### src/rtl/gate_sweep_pkg.sv
// Shared state encoding and reference truth tables for the gate sweep block.
// Bit i of each table is the expected gate output for input vector i.
package gate_sweep_pkg;

    typedef enum logic [1:0] {
        IDLE,
        DRIVE,
        LOG,
        DONE
    } sweep_state_e;

    localparam logic [3:0] TRUTH_NAND2 = 4'b0111;
    localparam logic [3:0] TRUTH_AND2  = 4'b1000;
    localparam logic [3:0] TRUTH_OR2   = 4'b1110;
    localparam logic [3:0] TRUTH_XOR2  = 4'b0110;

endpackage

### src/rtl/gate_sweep_settle_timer.sv
// Loadable down-counter that marks the last cycle a vector is held on the gate.
// expire stays high once the count reaches zero, until the next load.
module gate_sweep_settle_timer #(
    parameter int SETTLE = 2
) (
    input  logic clk,
    input  logic rst,
    input  logic load,
    output logic expire
);

    localparam int W = $clog2(SETTLE + 1);
    localparam logic [W-1:0] RELOAD = W'(SETTLE - 1);

    logic [W-1:0] count;

    always_ff @(posedge clk) begin
        if (rst) begin
            count <= '0;
        end else if (load) begin
            count <= RELOAD;
        end else if (count != '0) begin
            count <= count - 1'b1;
        end
    end

    assign expire = (count == '0);

endmodule

### src/rtl/gate_truth_sweeper.sv
// Sweeps every input vector through a combinational gate, checks each sample
// against TRUTH and streams one log beat per vector with a pass/fail summary.
module gate_truth_sweeper
    import gate_sweep_pkg::*;
#(
    parameter int                 N_IN   = 2,
    parameter int                 SETTLE = 2,
    parameter logic [2**N_IN-1:0] TRUTH  = TRUTH_NAND2
) (
    input  logic            clk,
    input  logic            rst,
    input  logic            start,
    output logic [N_IN-1:0] dut_in,
    input  logic            dut_out,
    output logic            busy,
    output logic            done,
    output logic            pass,
    output logic [N_IN:0]   err_count,
    output logic            fail_valid,
    output logic [N_IN-1:0] first_fail_idx,
    output logic            log_valid,
    input  logic            log_ready,
    output logic [N_IN-1:0] log_idx,
    output logic            log_y,
    output logic            log_mismatch
);

    localparam logic [N_IN-1:0] LAST_IDX = '1;
    localparam logic [N_IN:0]   ERR_MAX  = (N_IN + 1)'(2**N_IN);

    sweep_state_e    state;
    sweep_state_e    next_state;
    logic [N_IN-1:0] idx;
    logic            expire;
    logic            load_timer;
    logic            last_vec;
    logic            mismatch;

    gate_sweep_settle_timer #(
        .SETTLE (SETTLE)
    ) u_settle_timer (
        .clk    (clk),
        .rst    (rst),
        .load   (load_timer),
        .expire (expire)
    );

    assign last_vec = (idx == LAST_IDX);
    assign mismatch = (dut_out != TRUTH[idx]);

    always_ff @(posedge clk) begin
        if (rst) begin
            state <= IDLE;
        end else begin
            state <= next_state;
        end
    end

    // The settle timer is reloaded on every edge that enters DRIVE.
    always_comb begin
        next_state = state;
        load_timer = 1'b0;
        case (state)
            IDLE: begin
                if (start) begin
                    next_state = DRIVE;
                    load_timer = 1'b1;
                end
            end
            DRIVE: begin
                if (expire) begin
                    next_state = LOG;
                end
            end
            LOG: begin
                if (log_ready) begin
                    if (last_vec) begin
                        next_state = DONE;
                    end else begin
                        next_state = DRIVE;
                        load_timer = 1'b1;
                    end
                end
            end
            DONE: begin
                next_state = IDLE;
            end
            default: begin
                next_state = IDLE;
            end
        endcase
    end

    always_comb begin
        busy      = (state == DRIVE) || (state == LOG);
        done      = (state == DONE);
        log_valid = (state == LOG);
    end

    // idx stays at the last vector through the final handshake so the compare never wraps.
    always_ff @(posedge clk) begin
        if (rst) begin
            idx            <= '0;
            err_count      <= '0;
            fail_valid     <= 1'b0;
            first_fail_idx <= '0;
            pass           <= 1'b0;
            log_y          <= 1'b0;
            log_mismatch   <= 1'b0;
        end else begin
            case (state)
                IDLE: begin
                    if (start) begin
                        idx            <= '0;
                        err_count      <= '0;
                        fail_valid     <= 1'b0;
                        first_fail_idx <= '0;
                        pass           <= 1'b0;
                    end
                end
                DRIVE: begin
                    if (expire) begin
                        log_y        <= dut_out;
                        log_mismatch <= mismatch;
                        if (mismatch) begin
                            if (err_count != ERR_MAX) begin
                                err_count <= err_count + 1'b1;
                            end
                            if (!fail_valid) begin
                                fail_valid     <= 1'b1;
                                first_fail_idx <= idx;
                            end
                        end
                    end
                end
                LOG: begin
                    if (log_ready) begin
                        if (last_vec) begin
                            pass <= (err_count == '0);
                        end else begin
                            idx <= idx + 1'b1;
                        end
                    end
                end
                DONE: begin
                    idx <= '0;
                end
                default: begin
                end
            endcase
        end
    end

    assign dut_in  = idx;
    assign log_idx = idx;

endmodule

### config.mk
export PLATFORM = sky130hd
export DESIGN_NAME = gate_truth_sweeper
export DESIGN_NICKNAME = d
export VERILOG_FILES = /design/src/rtl/gate_sweep_pkg.sv /design/src/rtl/gate_sweep_settle_timer.sv /design/src/rtl/gate_truth_sweeper.sv
export SDC_FILE = /design/constraint.sdc
export NUM_CORES = 1
export LEC_CHECK = 0
export ABC_CLOCK_PERIOD_IN_PS = 2530
export BUFFER_PORTS_ARGS = -buffer_cell sky130_fd_sc_hd__buf_2
export CAP_MARGIN = 5
export CORE_MARGIN = 5
export CORE_UTILIZATION = 56
export DETAILED_ROUTE_END_ITERATION = 10
export PLACE_DENSITY_LB_ADDON = 0.3
export SLEW_MARGIN = 20
export SYNTH_ARGS = -nofsm -noshare
export SYNTH_HDL_FRONTEND = slang
export SYNTH_HIERARCHICAL = 1
export SYNTH_SLANG_ARGS = --single-unit
### constraint.sdc
create_clock -name clk -period 2.53 [get_ports clk]
set_input_delay 0.253 -clock clk [delete_from_list [all_inputs] [get_ports clk]]
set_output_delay 0.253 -clock clk [all_outputs]
set_load 0.01 [all_outputs]
---- Word-level counts from Yosys, hierarchy flattened ----
Cells that the tools add are included.
storage, ports and cells
  logic and storage cells ................. 78
  input bits .............................. 5
  output and inout port bits .............. 16
  register bits ........................... 15
operators by class
  reduce and logical (&&, ||, !) cells .... 17
  muxes and demuxes ....................... 33
  $lt $le $gt $ge ......................... 1
  eq/ne operators ......................... 14
  add/sub/neg operators ................... 3
operators with widths
  operator               count
  $mux W2                10
  $mux W3                4
  $reduce_and A4 Y1      3
  $mux W1                11
  $ne A2 B2 Y1 const B   5
  $reduce_and A5 Y1      2
  $pmux W2 S4            1
  $reduce_bool A2 Y1     4
  $eq A2 B2 Y1 const B   3
  $ne A2 B1 Y1 const B   3
  $pmux W1 S2            3
  $pmux W2 S3            1
  $pmux W3 S2            1
  $logic_not A2 Y1       2
  $pmux W2 S2            1
  $add A3 B1 Y3 const B  1
  $logic_not A3 Y1       1
  $lt A2 B3 Y1 const B   1
  $ne A3 B3 Y1 const B   1
  $reduce_and A3 Y1      1
  $reduce_bool A3 Y1     1
  $add A2 B1 Y2 const B  1
  $bmux W1 S2            1
  $eq A2 B1 Y1 const B   1
  other kinds (5)        5

---- Longest topological paths before layout ----
  depth in word-level cells ............... 6
  depth in mapped cells ................... 8
  mapped depth without buffers ............ 6

---- Cells and area by module ----
The synthesis kept the hierarchy.
by module, submodules not included
  module                   area each (µm²)  cells an instance  times used
  gate_truth_sweeper       823.3            100                1
  gate_sweep_settle_timer  111.4            11                 1

---- Least setup slack after synthesis ----
OpenSTA, ideal clock, no wires.
  path type ............................... register -> register
  start point ............................. reg state[1]
  end point ............................... reg err_count[2]
  period minus slack after synthesis ...... 1.640 ns
  path slack .............................. 0.890 ns
  path buffers ............................ 1
  stages on the path, launching flop included .. 8
  data required time ...................... 2.456 ns
  library setup time ...................... 0.074 ns
  data arrival time ....................... 1.565 ns
  path through ............................ dfxtp_1 inv_1 ha_1 buf_2 nand2b_2 nand2_1 or4_1 a31oi_1
between the ends
  word-level cells in the longest chain between the ends .. 3
ends and longest elaborated chain
  item                                                     RTL line                   text
  start: declaration                                       gate_truth_sweeper.sv:31   sweep_state_e state;
  start signal: assignment                                 gate_truth_sweeper.sv:55   state <= next_state;
  $eq A2 B1 Y1 / $logic_not A2 Y1 (equally long branches)  gate_truth_sweeper.sv:111  case (state)
  $ne A2 B1 Y1 (no line), or another cell as far along     --
  $reduce_and A5 Y1 (no line)                              --
  end signal: assignment                                   gate_truth_sweeper.sv:127  err_count <= err_count + 1'b1;
  end: declaration                                         gate_truth_sweeper.sv:18   output logic [N_IN:0] err_count,
Parallel ways exist; a longest one is shown, timed or not.
A chain may end at the register's enable or synchronous reset.

---- Worst setup path after layout ----
  start point ............................. reg state[0]
  end point ............................... reg idx[1], in the netlist dut_in[1]
between the ends
  word-level cells in the longest chain between the ends .. 3
ends and longest elaborated chain
  item                                                     RTL line                   text
  $eq A2 B2 Y1 / $logic_not A2 Y1 (equally long branches)  gate_truth_sweeper.sv:111
  $ne A2 B2 Y1 (no line), or another cell as far along     --
  $reduce_and A4 Y1 (no line)                              --
  end signal: assignment                                   gate_truth_sweeper.sv:141  idx <= idx + 1'b1;
  end: declaration                                         gate_truth_sweeper.sv:33   logic [N_IN-1:0] idx;
Parallel ways exist; a longest one is shown, timed or not.

==> results by group <==
Status
  • Status: finished clean

Timing
  • Slew Limit Fails: 0
  • Unrepaired setup endpoints after global routing: no
  • Slew Limit Headroom: 67.8%
  • Tmin final: 1820 ps
  • Setup TNS: 0 ps
  • Final hold violation count: 0
  • Slew @ Worst Pin: 481 ps
  • Clock skew: 2.23 ps
  • Tcrit/Tclk final: 72.1%
  • Achievable Freq: 0.548 GHz
  • Worst hold slack: 254 ps
  • Setup-failing EPs final: 0

Synth
  • Cell variety after synth: 31
  • Asr flop ratio synth: 0%
  • Cell Area, Synth: 935 µm²
  • Syn Inst Count: 111
  • Syn_area_per_cell: 8.42 µm²
  • Area leader, netlist: dfxtp_1
  • Top FF cell, synth: dfxtp_1
  • Sequential area share after synthesis: 32.1%
  • Syn_nets: 127
  • Warnings, synthesis: 6
  • Post-synth top cells: 15 x dfxtp_1, 11 x a21oi_1, 11 x ha_1
  • FF+latch count, synth: 15
  • Post-synth EDFFs: 0
  • Top cell type's share of synthesized area: 32.1%
  • Count leader, synth: dfxtp_1
  • Synth area leaders: dfxtp_1 32%, ha_1 15%, a21oi_1 5.9%

Pwr
  • P_sw: 0.479 mW
  • Pleak: 0.470 nW
  • Reg power frac: 30.6%
  • Sw Share: 44.3%
  • Cell internal pwr: 0.602 mW
  • Logic pwr share: 56.8%
  • VDD IR-drop max: 0.000686 V
  • Total power: 1.08 mW
  • Pwr/cell area: 1030 nW/µm²
  • Clock share of power: 12.6%

Layout
  • Area grow syn2layout: 11.8%
  • Antenna cells: 0
  • Final Core Density: 67.8%
  • Multi-input gate area: 568 µm²
  • Seq. cell area: 300 µm²
  • Ratio of cells with drive above 1 in the final layout: 21.9%
  • Layout Nets: 145
  • Fill cell count: 143

Clock tree
  • CTS sink cnt: 15
  • Worst skew pair latency: 280 ps
  • Clk pin slew, worst setup/hold paths: 90 ps
  • Cts hold-fix bufs: 0
  • H-tree depth: 1
  • TritonCTS Buffers: 3
  • CTS tree: built
  • Clk buf depth: 2
  • Post-CTS Setup Inserts: 0
  • Root buffer cell: clkbuf_4
  • # resized after CTS: 0

Floorplan
  • Die Y: 50.9 µm
  • Initial Util: 60.6%
  • DIE AREA: 2590 µm²
  • Io pins: 21
  • Core area: 1540 µm²
  • Die X: 50.9 µm
  • # rows: 14

Setup path
  • CP startpoint: state[0]
  • Reg-to-Reg Start: state[0]
  • Worst Path Arrival: 2030 ps
  • CP Launch Type: flop
  • Maximum fanout along the worst path: 6
  • Critical path class: reg2reg
  • CP required: 2740 ps
  • Crit. End Element: flop
  • Worst path cell trace: inv_1 -> ha_1 -> nor2b_1 -> a211oi_1 -> nand3_1 -> a21oi_1
  • Critical path's largest stage delay: 440 ps
  • Slowest-stage cell, CP: a211oi_1
  • R2R Setup Slk: 710 ps

Global route
  • First-pass GRT wire length: 3.47 mm
  • Pin count of the biggest net entering global routing: 17
  • GRT Util Overall: 16.6%
  • Vias in the first global route: 786
  • Gr ovfl total: 0
  • Antenna violations before repair: 0

Placed design
  • Number of I/O port buffers: 20
  • HPWL Detailed: 1.44 mm
  • Final Wtd Congestion: 0.827

Routing
  • Initial DRC Count: 16
  • Via/cell ratio: 5.63
  • Drt pass-1 iters: 6
  • Via Count: 810
  • Final wirelength: 1.88 mm
  • Residual DRC count: 0
  • DRT antenna net count: 0
  • Wire per inst: 13.0 µm

Job
  • Max Cap Viol: 0

Hold path
  • Hold_sp: dut_out
  • Hold crit path type: in2reg
## worst max-delay path: cells and delay by family (launching register included)
kind                       cells  cell delay, ps
AOI/OAI and AO/OA              2             620
adders and majority gates      1             270
buffers and inverters          1             100
DFF                            1             430
and+or+nand+nor                2             340
## stage by stage
stage,area (µm²),setup WS [ps],std cells
floorplan,935,890,111
global placement,1020,798,140
detailed placement,1020,736,140
CTS,1040,732,144
global route,1040,439,144
finish,1040,707,144
## kinds of logic after synthesis
logic type                 Yosys count  share of synthesized area [%]
and+or+nand+nor                     39                           23.3
xor gates and xnor gates             2                           2.68
AOI/OAI and AO/OA                   28                           19.0
DFF                                 15                           32.1
muxes                                1                           1.07
adders and majority gates           11                           14.7
buffers and inverters               15                           7.09
## flip-flops by register name, summed over array words and instances, names as in the netlist
name / count
dut_in: 2
err_count: 3
fail_valid: 1
first_fail_idx: 2
log_mismatch: 1
log_y: 1
pass: 1
state: 2
u_settle_timer/count: 2
## area by class of cell
class,count,area share (%)
well taps,16,1.92
clock buffers,4,2.51
repair buffers,20,9.58
multi-input cells,81,54.4
inverters,8,2.87
flip-flops and latches,15,28.7
## final timing paths
kind / cells past startpoint / end
worst max-delay path: 6 / dut_in[1]
worst min-delay path: 3 / log_y
worst max register to register: 6 / dut_in[1]
worst min register to register: 2 / log_mismatch
## layout by cell type (no fill, tap or decap), drive strengths merged, types with 3 or more instances in the layout
master	synthesis	final
buf	4	20
nand3	4	4
nand2	10	10
nor2	4	4
a211oi	3	3
a21oi	12	12
nor2b	5	5
ha	11	11
nand2b	6	6
o21ai	6	6
dfxtp	15	15
inv	8	8
clkbuf	3	4
nand3b	3	3
## layer usage
metal,GRT usage (%),up-vias,wire length [µm]
li1,-,417,-
met1,22.8,378,893
met2,26.4,15,903
met3,3.49,0,78
met4,4.26,0,0
met5,0,-,0
## power by group through the flow
stage / sequential [mW] / clock [mW] / combinational (mW)
after floorplan: 0.342 / 0 / 0.472
after global placement: 0.332 / 0 / 0.590
after global routing: 0.339 / 0.153 / 0.704
after detailed placement: 0.337 / 0 / 0.607
final: 0.330 / 0.136 / 0.614
after CTS: 0.331 / 0.142 / 0.612
No activity file was read; power rests on OpenSTA's default activity.
